`src/rtl/spi_slave_if.sv`:
```
// spi_slave_if: SPI target endpoint on the 11-bit command/data bus.
// External SCK/SS/MOSI are oversampled in the clk domain and MISO is driven
// back from a byte shift register. TX bytes arrive through a write FIFO and
// received bytes are popped from a read FIFO by the bus.
// Optional build macro: SPI_SLAVE_STATUS_EN adds sticky RX-overrun /
// TX-underrun flags on status; without it status is tied to 2'b00.
//
// state  | meaning
// IDLE   | SS deasserted (or not yet seen falling), MISO held high, OE low
// ACTIVE | SS asserted, bytes shifted in/out on SCK edges
module spi_slave_if #(
  parameter int unsigned SYNC_STAGES = 2,      // >= 2
  parameter logic [7:0]  IDLE_BYTE   = 8'hFF,
  parameter int unsigned FIFO_DEPTH  = 4       // power of two, >= 2
) (
  input  logic        clk,
  input  logic        rst,
  input  logic [10:0] din,
  input  logic        cmd,
  input  logic        wr,
  input  logic        rd,
  output logic [8:0]  dout,
  output logic        ack,
  output logic [1:0]  status,
  input  logic        spi_sck,
  input  logic        spi_ss,
  input  logic        spi_mosi,
  output logic        spi_miso,
  output logic        spi_miso_oe
);

  localparam int unsigned PW   = $clog2(FIFO_DEPTH);
  localparam int unsigned CW   = $clog2(FIFO_DEPTH + 1);
  localparam int unsigned LAST = SYNC_STAGES - 1;

  typedef enum logic {ST_IDLE, ST_ACTIVE} state_t;

  function automatic logic [7:0] bit_rev(input logic [7:0] b);
    logic [7:0] r;
    for (int i = 0; i < 8; i++) r[i] = b[7-i];
    return r;
  endfunction

  // settings
  logic [1:0] mode_q;
  logic       endian_q;
  logic       cpol, cpha;

  // synchronizers and edge strobes
  logic [SYNC_STAGES-1:0] sck_sync_q, ss_sync_q, mosi_sync_q;
  logic sck_dly_q, ss_dly_q;
  logic sck_rise, sck_fall, lead_w, trail_w, ss_fall_w, ss_rise_w;
  logic lead_q, trail_q, ss_fall_q, ss_rise_q, mosi_smp_q;
  logic shift_evt, sample_evt;

  // FSM / datapath
  state_t     state_q, state_d;
  logic [7:0] tx_sh_q, tx_sh_d;
  logic [7:0] rx_sh_q, rx_sh_d;
  logic [2:0] bit_cnt_q, bit_cnt_d;
  logic       miso_q, miso_d;
  logic       reload_q, reload_d;
  logic       first_q, first_d;
  logic       tx_pop, rx_push, underrun_evt, overrun_evt;
  logic [7:0] tx_fill, tx_fill_ord, rx_next, rx_ord;

  // FIFOs
  logic [7:0]    tx_mem_q [FIFO_DEPTH];
  logic [7:0]    rx_mem_q [FIFO_DEPTH];
  logic [PW-1:0] tx_wr_ptr_q, tx_rd_ptr_q, rx_wr_ptr_q, rx_rd_ptr_q;
  logic [CW-1:0] tx_cnt_q, rx_cnt_q;
  logic          tx_full, tx_empty, rx_full, rx_empty;
  logic          tx_push, rx_pop;

  // bus side
  logic [8:0] dout_q, dout_d;
  logic       ack_q, ack_d;

  assign cpol = mode_q[1];
  assign cpha = mode_q[0];

  assign tx_full  = (tx_cnt_q == CW'(FIFO_DEPTH));
  assign tx_empty = (tx_cnt_q == '0);
  assign rx_full  = (rx_cnt_q == CW'(FIFO_DEPTH));
  assign rx_empty = (rx_cnt_q == '0);
  assign tx_push  = wr & ~tx_full;
  assign rx_pop   = rd & ~rx_empty;

  // Synchronize SCK/SS/MOSI; SS chain resets low so an SS level already low
  // at reset release never looks like a falling edge.
  always_ff @(posedge clk) begin
    if (rst) begin
      sck_sync_q  <= '0;
      ss_sync_q   <= '0;
      mosi_sync_q <= '0;
      sck_dly_q   <= 1'b0;
      ss_dly_q    <= 1'b0;
    end else begin
      sck_sync_q  <= {sck_sync_q[SYNC_STAGES-2:0], spi_sck};
      ss_sync_q   <= {ss_sync_q[SYNC_STAGES-2:0], spi_ss};
      mosi_sync_q <= {mosi_sync_q[SYNC_STAGES-2:0], spi_mosi};
      sck_dly_q   <= sck_sync_q[LAST];
      ss_dly_q    <= ss_sync_q[LAST];
    end
  end

  assign sck_rise  =  sck_sync_q[LAST] & ~sck_dly_q;
  assign sck_fall  = ~sck_sync_q[LAST] &  sck_dly_q;
  assign lead_w    = cpol ? sck_fall : sck_rise;
  assign trail_w   = cpol ? sck_rise : sck_fall;
  assign ss_fall_w = ~ss_sync_q[LAST] &  ss_dly_q;
  assign ss_rise_w =  ss_sync_q[LAST] & ~ss_dly_q;

  // Register the edge strobes with MOSI kept aligned to them
  always_ff @(posedge clk) begin
    if (rst) begin
      lead_q     <= 1'b0;
      trail_q    <= 1'b0;
      ss_fall_q  <= 1'b0;
      ss_rise_q  <= 1'b0;
      mosi_smp_q <= 1'b0;
    end else begin
      lead_q     <= lead_w;
      trail_q    <= trail_w;
      ss_fall_q  <= ss_fall_w;
      ss_rise_q  <= ss_rise_w;
      mosi_smp_q <= mosi_sync_q[LAST];
    end
  end

  assign shift_evt  = cpha ? lead_q  : trail_q;
  assign sample_evt = cpha ? trail_q : lead_q;

  // Shift register always presents bit0 first; MSB-first bytes are reversed
  assign tx_fill     = tx_empty ? IDLE_BYTE : tx_mem_q[tx_rd_ptr_q];
  assign tx_fill_ord = endian_q ? tx_fill : bit_rev(tx_fill);
  assign rx_next     = {mosi_smp_q, rx_sh_q[7:1]};
  assign rx_ord      = endian_q ? rx_next : bit_rev(rx_next);

  // FSM state and shift datapath registers
  always_ff @(posedge clk) begin
    if (rst) begin
      state_q   <= ST_IDLE;
      tx_sh_q   <= '0;
      rx_sh_q   <= '0;
      bit_cnt_q <= '0;
      miso_q    <= 1'b1;
      reload_q  <= 1'b0;
      first_q   <= 1'b0;
    end else begin
      state_q   <= state_d;
      tx_sh_q   <= tx_sh_d;
      rx_sh_q   <= rx_sh_d;
      bit_cnt_q <= bit_cnt_d;
      miso_q    <= miso_d;
      reload_q  <= reload_d;
      first_q   <= first_d;
    end
  end

  // Next-state, byte load, sampling and shifting
  always_comb begin
    state_d      = state_q;
    tx_sh_d      = tx_sh_q;
    rx_sh_d      = rx_sh_q;
    bit_cnt_d    = bit_cnt_q;
    miso_d       = miso_q;
    reload_d     = reload_q;
    first_d      = first_q;
    tx_pop       = 1'b0;
    rx_push      = 1'b0;
    underrun_evt = 1'b0;
    overrun_evt  = 1'b0;
    unique case (state_q)
      ST_IDLE: begin
        miso_d    = 1'b1;
        bit_cnt_d = '0;
        if (ss_fall_q) begin
          state_d      = ST_ACTIVE;
          tx_sh_d      = tx_fill_ord;
          miso_d       = tx_fill_ord[0];
          tx_pop       = ~tx_empty;
          underrun_evt = tx_empty;
          rx_sh_d      = '0;
          reload_d     = 1'b0;
          // CPHA=1: the first leading edge only presents bit0
          first_d      = cpha;
        end
      end
      ST_ACTIVE: begin
        if (ss_rise_q) begin
          state_d   = ST_IDLE;
          miso_d    = 1'b1;
          bit_cnt_d = '0;
          reload_d  = 1'b0;
          first_d   = 1'b0;
        end else begin
          if (sample_evt) begin
            rx_sh_d = rx_next;
            if (bit_cnt_q == 3'd7) begin
              bit_cnt_d   = '0;
              reload_d    = 1'b1;
              rx_push     = ~rx_full;
              overrun_evt = rx_full;
            end else begin
              bit_cnt_d = bit_cnt_q + 3'd1;
            end
          end
          if (shift_evt) begin
            first_d = 1'b0;
            if (reload_q) begin
              tx_sh_d      = tx_fill_ord;
              miso_d       = tx_fill_ord[0];
              tx_pop       = ~tx_empty;
              underrun_evt = tx_empty;
              reload_d     = 1'b0;
            end else if (!first_q) begin
              tx_sh_d = {1'b1, tx_sh_q[7:1]};
              miso_d  = tx_sh_q[1];
            end
          end
        end
      end
      default: state_d = ST_IDLE;
    endcase
  end

  assign spi_miso    = miso_q;
  assign spi_miso_oe = (state_q == ST_ACTIVE);

  // FIFO storage (no reset needed, validity tracked by pointers/counts)
  always_ff @(posedge clk) begin
    if (tx_push) tx_mem_q[tx_wr_ptr_q] <= din[7:0];
    if (rx_push) rx_mem_q[rx_wr_ptr_q] <= rx_ord;
  end

  // FIFO pointers and occupancy; simultaneous push/pop leaves count unchanged
  always_ff @(posedge clk) begin
    if (rst) begin
      tx_wr_ptr_q <= '0;
      tx_rd_ptr_q <= '0;
      tx_cnt_q    <= '0;
      rx_wr_ptr_q <= '0;
      rx_rd_ptr_q <= '0;
      rx_cnt_q    <= '0;
    end else begin
      if (tx_push) tx_wr_ptr_q <= tx_wr_ptr_q + PW'(1);
      if (tx_pop)  tx_rd_ptr_q <= tx_rd_ptr_q + PW'(1);
      tx_cnt_q <= tx_cnt_q + CW'(tx_push) - CW'(tx_pop);
      if (rx_push) rx_wr_ptr_q <= rx_wr_ptr_q + PW'(1);
      if (rx_pop)  rx_rd_ptr_q <= rx_rd_ptr_q + PW'(1);
      rx_cnt_q <= rx_cnt_q + CW'(rx_push) - CW'(rx_pop);
    end
  end

  // Bus read data and acknowledge for the next cycle
  always_comb begin
    dout_d = 9'h100;
    if (rx_pop) dout_d = {1'b0, rx_mem_q[rx_rd_ptr_q]};
    ack_d = tx_push | rd | cmd;
  end

  // Settings and bus response registers
  always_ff @(posedge clk) begin
    if (rst) begin
      mode_q   <= 2'b00;
      endian_q <= 1'b0;
      dout_q   <= 9'h100;
      ack_q    <= 1'b0;
    end else begin
      if (cmd) begin
        mode_q   <= din[1:0];
        endian_q <= din[2];
      end
      dout_q <= dout_d;
      ack_q  <= ack_d;
    end
  end

  assign dout = dout_q;
  assign ack  = ack_q;

`ifdef SPI_SLAVE_STATUS_EN
  logic ovr_q, und_q;
  logic unused_bits;

  // Sticky flags; a new event wins over a clear in the same cycle
  always_ff @(posedge clk) begin
    if (rst) begin
      ovr_q <= 1'b0;
      und_q <= 1'b0;
    end else begin
      if (overrun_evt)       ovr_q <= 1'b1;
      else if (cmd & din[3]) ovr_q <= 1'b0;
      if (underrun_evt)      und_q <= 1'b1;
      else if (cmd & din[3]) und_q <= 1'b0;
    end
  end

  assign status      = {und_q, ovr_q};
  assign unused_bits = ^{din[10:8], tx_sh_q[0], rx_sh_q[0]};
`else
  logic unused_bits;

  assign status      = 2'b00;
  assign unused_bits = ^{din[10:8], din[3], overrun_evt, underrun_evt,
                         tx_sh_q[0], rx_sh_q[0]};
`endif

endmodule

```
`config.mk`:
```
export PLATFORM = sky130hd
export DESIGN_NAME = spi_slave_if
export DESIGN_NICKNAME = d
export VERILOG_FILES = /design/src/rtl/spi_slave_if.sv
export SDC_FILE = /design/constraint.sdc
export NUM_CORES = 1
export LEC_CHECK = 0
export ABC_CLOCK_PERIOD_IN_PS = 2900
export CELL_PAD_IN_SITES_DETAIL_PLACEMENT = 1
export CELL_PAD_IN_SITES_GLOBAL_PLACEMENT = 1
export CORE_MARGIN = 4
export CORE_UTILIZATION = 49
export DETAILED_ROUTE_END_ITERATION = 6
export PLACE_DENSITY_LB_ADDON = 0.3
export SLEW_MARGIN = 20
export SYNTH_ARGS = -nofsm -noshare
export SYNTH_HDL_FRONTEND = slang
export SYNTH_SLANG_ARGS = --single-unit
```
`constraint.sdc`:
```
create_clock -name clk -period 2.9 [get_ports clk]
set_clock_uncertainty 0.05 [all_clocks]
set_input_delay 0.725 -clock clk [delete_from_list [all_inputs] [get_ports clk]]
set_output_delay 0.725 -clock clk [all_outputs]
set_load 0.01 [all_outputs]
```
### Word-level counts from Yosys, hierarchy flattened

Memories as Yosys holds them, arrays and structs flattened. A register that Yosys moved wholly into a read port is not among the register bits.
Index checks and enable logic that the tools add are counted.

| storage, ports and cells | value |
|---|---|
| register bits | 63 |
| memory bits (writable) | 64 |
| input bits | 19 |
| output and inout bits | 14 |
| word-level logic and storage cells | 134 |
| memories | 2 |

Memory list:

| name | words | width | rd ports | clocked after Yosys merged registers in | wr ports | RTL line | source |
|---|---|---|---|---|---|---|---|
| rx_mem_q | 4 | 8 | 1 | 1 | 1 | 69 | `logic [7:0] rx_mem_q [FIFO_DEPTH];` |
| tx_mem_q | 4 | 8 | 1 | 1 | 1 | 68 | `logic [7:0] tx_mem_q [FIFO_DEPTH];` |

| operators by class | value |
|---|---|
| $add $sub $neg | 9 |
| equal/unequal tests | 11 |
| multiplexer cells | 59 |
| bitwise operators | 18 |
| reduce and logical (&&, ||, !) cells | 7 |

Operators with widths:

| kind | count |
|---|---|
| 2-to-1 mux 8 bit | 11 |
| 2-to-1 mux 1 bit | 32 |
| one-hot mux 8 bit (2 select lines) | 2 |
| NOT 1 bit | 10 |
| one-hot mux 1 bit (2 select lines) | 5 |
| == test 3 bit (second input constant) | 3 |
| 2-to-1 mux 3 bit | 3 |
| 2-to-1 mux 9 bit | 1 |
| inequality test 3 bit (second input constant) | 3 |
| adder 2 x 1 -> 2 bit (second input constant) | 4 |
| 2-to-1 mux 2 bit | 4 |
| inequality test 2 bit (second input constant) | 4 |
| adder 3 x 1 -> 3 bit | 2 |
| AND 1 bit | 6 |
| zero test 3 bit | 2 |
| one-hot mux 3 bit (2 select lines) | 1 |
| subtractor 3 x 1 -> 3 bit | 2 |
| inequality test 4 bit (second input constant) | 1 |
| AND reduction 2 bit | 2 |
| AND reduction 4 bit | 1 |
| adder 3 x 1 -> 3 bit (second input constant) | 1 |
| AND reduction 3 bit | 1 |
| OR 1 bit | 2 |
| OR reduction 2 bit | 1 |

### Depth between registers and ports, before layout

| depth | value |
|---|---|
| depth after elaboration | 8 |
| gate-level depth with buffers | 11 |
| depth with buffers taken out | 9 |

### Worst setup path before layout

No wires, ideal clock.

| path | value |
|---|---|
| path type | register -> register |
| from | register state_q, in the netlist spi_miso_oe |
| to | register tx_cnt_q[2] |
| library setup time | 0.128 ns |
| arrival | 2.249 ns |
| required time | 2.722 ns |
| setup slack | 0.474 ns |
| cell stages (with the launch flop) | 12 |
| buffers on the path | 2 |
| clock period less this slack | 2.426 ns |
| path through | dfxtp_1 buf_2 nand2b_1 o31ai_1 clkbuf_1 nor2_1 ha_1 inv_1 ha_1 fa_1 xnor2_1 nor2_1 |

| on the way | value |
|---|---|
| longest elaborated chain between the ends | 3 |

RTL lines:

| what | RTL line | source |
|---|---|---|
| start: declaration | 57 | `state_t state_q, state_d;` |
| start signal: assignment | 151 | `state_q <= state_d;` |
| NOT 1 bit | - |  |
| one-hot mux 1 bit (2 select lines) (*) | 174 | `unique case (state_q)` |
| subtractor 3 x 1 -> 3 bit (*) | 249 | `tx_cnt_q <= tx_cnt_q + CW'(tx_push) - CW'(tx_pop);` |
| end signal: assignment | 249 |  |
| end: declaration | 71 | `logic [CW-1:0] tx_cnt_q, rx_cnt_q;` |

Every way passes the cells marked *; elsewhere a longest branch is shown, timed or not.
A chain may end at the register's enable or synchronous reset.

### Worst setup path in the final report

| path | value |
|---|---|
| from | register mode_q[0] |
| to | register tx_cnt_q[2] |

| on the way | value |
|---|---|
| longest elaborated chain between the ends | 5 |

RTL lines:

| what | RTL line | source |
|---|---|---|
| start: declaration | 45 | `logic [1:0] mode_q;` |
| start signal: assignment | 272 | `mode_q <= din[1:0];` |
| 2-to-1 mux 1 bit | 131 | `assign shift_evt = cpha ? lead_q : trail_q;` |
| 2-to-1 mux 1 bit | 209 | `if (shift_evt) begin` |
| 2-to-1 mux 1 bit | 191 | `if (ss_rise_q) begin` |
| one-hot mux 1 bit (2 select lines) | 174 |  |
| subtractor 3 x 1 -> 3 bit | 249 |  |

Every way passes these cells.

==> out/qor.txt <==
TritonCTS clock tree: yes
final worst path period need: 2530 ps
r2r endpoint: tx_cnt_q[2]
Reg2Reg Depth: 9
top layer in use: met4
detailed-route wire length: 10,300 um
number of diodes: 0
Fin. Hold Viols: 0
most area-hungry cell type in the Yosys netlist: edfxtp_1
first-pass iteration count of the detailed router: 4
vias per cell: 5.43
post-synthesis register bit count: 129
hold path endpoint: ss_rise_q
setup TNS: 0 ps
final std cells w/o fill: 547
unrepaired setup endpoints after global routing: no
max incr delay on CP: 420 ps
placed cell count: 515
worst setup path category: reg2reg
Filler cells: 951
vias in the first global route: 3,191
setup violators final: 0
Post-CTS Setup Bufs: 0
max cap viols: 0
first-pass GRT wire length: 17,100 um
Yosys warnings: 0
worst reg2reg setup slack: 370 ps
metal3 WL: 430 um
Crit path required time: 3250 ps
Cell Pwr Density: 770 nW/um2
largest net degree at the start of global routing: 36
Met2 Wirelength: 5250 um
die height: 110 um
hold_sp: ss_dly_q
max-slew violation count: 0
clk_lat worst skew: 530 ps
post-synthesis cell area: 5100 um2
outcome: finished clean
Routed Antenna Nets: 0
worst r2r src: mode_q[0]
total gr overflow: 0
die area: 12,100 um2
dpl hpwl: 6560 um
top post-synthesis cells by area: edfxtp_1, dfxtp_1, mux4_2
Reg area: 3220 um2
depth of the worst hold-timing path: 1
CTS sink cnt: 129
Post-Route M1 WL: 4500 um
final worst-path cycle share: 87.2%
CTS resizes: 0
clk buf depth: 2
Worst setup EP type: flip-flop
nets: 436
startpoint types: flip-flop
Cell Chain, Critical Path: mux2_2, a31oi_1, nor2_1, ha_1, inv_1, ha_1, fa_1, xnor2_1, nor2_1
First DRT Iteration DRCs: 170
number of H-tree levels: 4
Yosys top cell area share: 37.7%
clk root buf: clkbuf_8
CP max-delay cell: dfxtp_1
Static Leak: 0.00207 uW
Total GRT Usage: 19.5%
distinct cell type count after synthesis: 45
DR WL/cell: 18.9 um
Fmax achieved: 395 MHz
antenna violations before repair: 0
area of the multi-input gates: 1730 um2
port bufs: 27
core area: 9950 um2
CP top delay family: adder cells
Avg Cell Area, Syn: 13.9 um2
width of the die: 110 um
Std-Cell Rows: 36
Clk pin slew, worst setup/hold paths: 50 ps
worst-path fanout max: 5
Inserted Clock Buffers: 17
via count: 2,969
DRC Markers: 0
# hold bufs at CTS: 0
Critical Path AT: 2880 ps
Min-Delay Path Class: reg2reg
max_slew headroom: 48.2%
area delta synth->final: 17.2%
Cells after Synth: 367
Critical path buffers and inverters: 1
GP Congestion: 0.724
Max IR drop VDD: 0.425 mV
Top-Level Pins: 33
Seq/Total Area, Yosys: 63.2%
Starting Density: 51.3%
share of layout cells above drive strength 1: 17.4%
Worst-Margin Slew: 776 ps
layer usage:
metal | vias to the layer above | global-route usage (%)
met5 | - | 0
met1 | 1496 | 24.2
met2 | 57 | 32.5
met4 | 0 | 7.48
met3 | 13 | 5.53
li1 | 1403 | -
layout make-up:
type                       instances  share of cell area (%)
inverter                          15                   0.941
timing repair buffer              34                    5.31
clock inverter                     9                   0.836
sequential                       129                    53.9
multi-input combinational        204                    29.0
clock buffer                      23                    7.30
tap                              133                    2.78
cells in the final DEF, fill, tap and decap left out, types with 2 or more instances in the layout:
cell / Yosys / layout
a211oi_1: 2 / 2
a21oi_1: 22 / 22
a31oi_1: 2 / 2
and2_1: 8 / 8
buf_4: 2 / 7
clkbuf_1: 12 / 6
clkbuf_16: 0 / 16
clkdlybuf4s50_1: 0 / 26
clkinv_2: 0 / 7
clkinvlp_4: 0 / 2
conb_1: 1 / 2
dfxtp_1: 65 / 65
edfxtp_1: 64 / 64
fa_1: 2 / 2
ha_1: 14 / 14
inv_1: 15 / 15
mux2_2: 16 / 16
mux2i_1: 7 / 7
mux4_2: 16 / 16
nand2_1: 15 / 15
nand2b_1: 5 / 5
nand3b_1: 2 / 2
nor2_1: 21 / 21
nor2b_1: 24 / 24
nor3_1: 5 / 5
nor3b_1: 2 / 2
o211ai_1: 7 / 7
o221ai_1: 6 / 6
o31ai_1: 2 / 2
or3b_2: 2 / 2
xnor2_1: 7 / 7
power breakdown:
group / total [uW] / switching (uW) / leakage, uW / internal [uW]
logic: 644 / 306 / 0.000711 / 338
clock network: 1780 / 749 / 0.000239 / 1040
registers: 2180 / 119 / 0.00112 / 2060
total: 4600 / 1170 / 0.00207 / 3430
sequential cells by signal, indices dropped and copies added, names as in the netlist, 2 cells and up, named ones only:
signal	cells
rx_wr_ptr_q	2
mode_q	2
rx_mem_q	32
rx_rd_ptr_q	2
tx_rd_ptr_q	2
dout	9
sck_sync_q	2
mosi_sync_q	2
rx_cnt_q	3
tx_mem_q	32
tx_wr_ptr_q	2
ss_sync_q	2
tx_cnt_q	3
rx_sh_q	7
tx_sh_q	7
bit_cnt_q	3
cell usage after synthesis (all sizes together):
master / count
xor2: 1
mux4: 16
mux2: 16
o31ai: 2
clkbuf: 12
o22ai: 1
o221ai: 6
fa: 2
ha: 14
o31a: 1
a2111oi: 2
a31oi: 2
conb: 1
and2: 8
a21o: 1
a211oi: 2
nor3b: 2
nand3b: 2
a21oi: 22
mux2i: 8
or4: 1
inv: 15
a22oi: 1
o211ai: 7
or3: 1
nand2b: 5
nand2: 15
nor2: 21
nor3: 5
nor2b: 24
edfxtp: 64
a21boi: 1
nor4: 1
xnor2: 7
dfxtp: 65
a31o: 1
o21ai: 2
or3b: 2
buf: 8
through the flow:
| step | hold slack [ps] | instance area [um2] | util [%] | setup WS (ps) | power [uW] |
|---|---|---|---|---|---|
| floorplan | 333 | 5110 | - | 474 | 2640 |
| global placement | 338 | 5500 | 55.2 | 166 | 2820 |
| detailed placement | 347 | 5500 | 55.2 | 110 | 2850 |
| CTS | 356 | 5980 | 60.1 | 372 | 4660 |
| global route | 369 | 5980 | 60.1 | 201 | 4840 |
| finish | 356 | 5980 | 60.1 | 370 | 4600 |
worst max path at each step:
| stage | start | endpoint | slack [ps] | cells after the start |
|---|---|---|---|---|
| 2_1_floorplan | spi_miso_oe | tx_cnt_q[2] | 470 | 11 |
| 3_3_place_gp | rd | rx_cnt_q[2] | 170 | 9 |
| 3_5_place_dp | rd | rx_cnt_q[2] | 110 | 9 |
| 4_1_cts | mode_q[0] | tx_cnt_q[2] | 370 | 9 |
| 5_1_grt | mode_q[0] | tx_cnt_q[2] | 200 | 9 |
| 6_report | mode_q[0] | tx_cnt_q[2] | 370 | 9 |
logic make-up after synthesis:
kind of cell             count (synthesis)  share of synthesized area [%]
flip-flops                             129                           63.2
AND/OR/NAND/NOR                         87                           9.00
AO/OA/AOI/OAI                           51                           6.99
multiplexers                            40                           12.2
buffers and inverters                   35                           2.97
adder cells (fa/ha/maj)                 16                           4.22
XOR/XNOR                                 8                           1.37
other                                    1                         0.0735
Power figures use the tool's default switching activity.
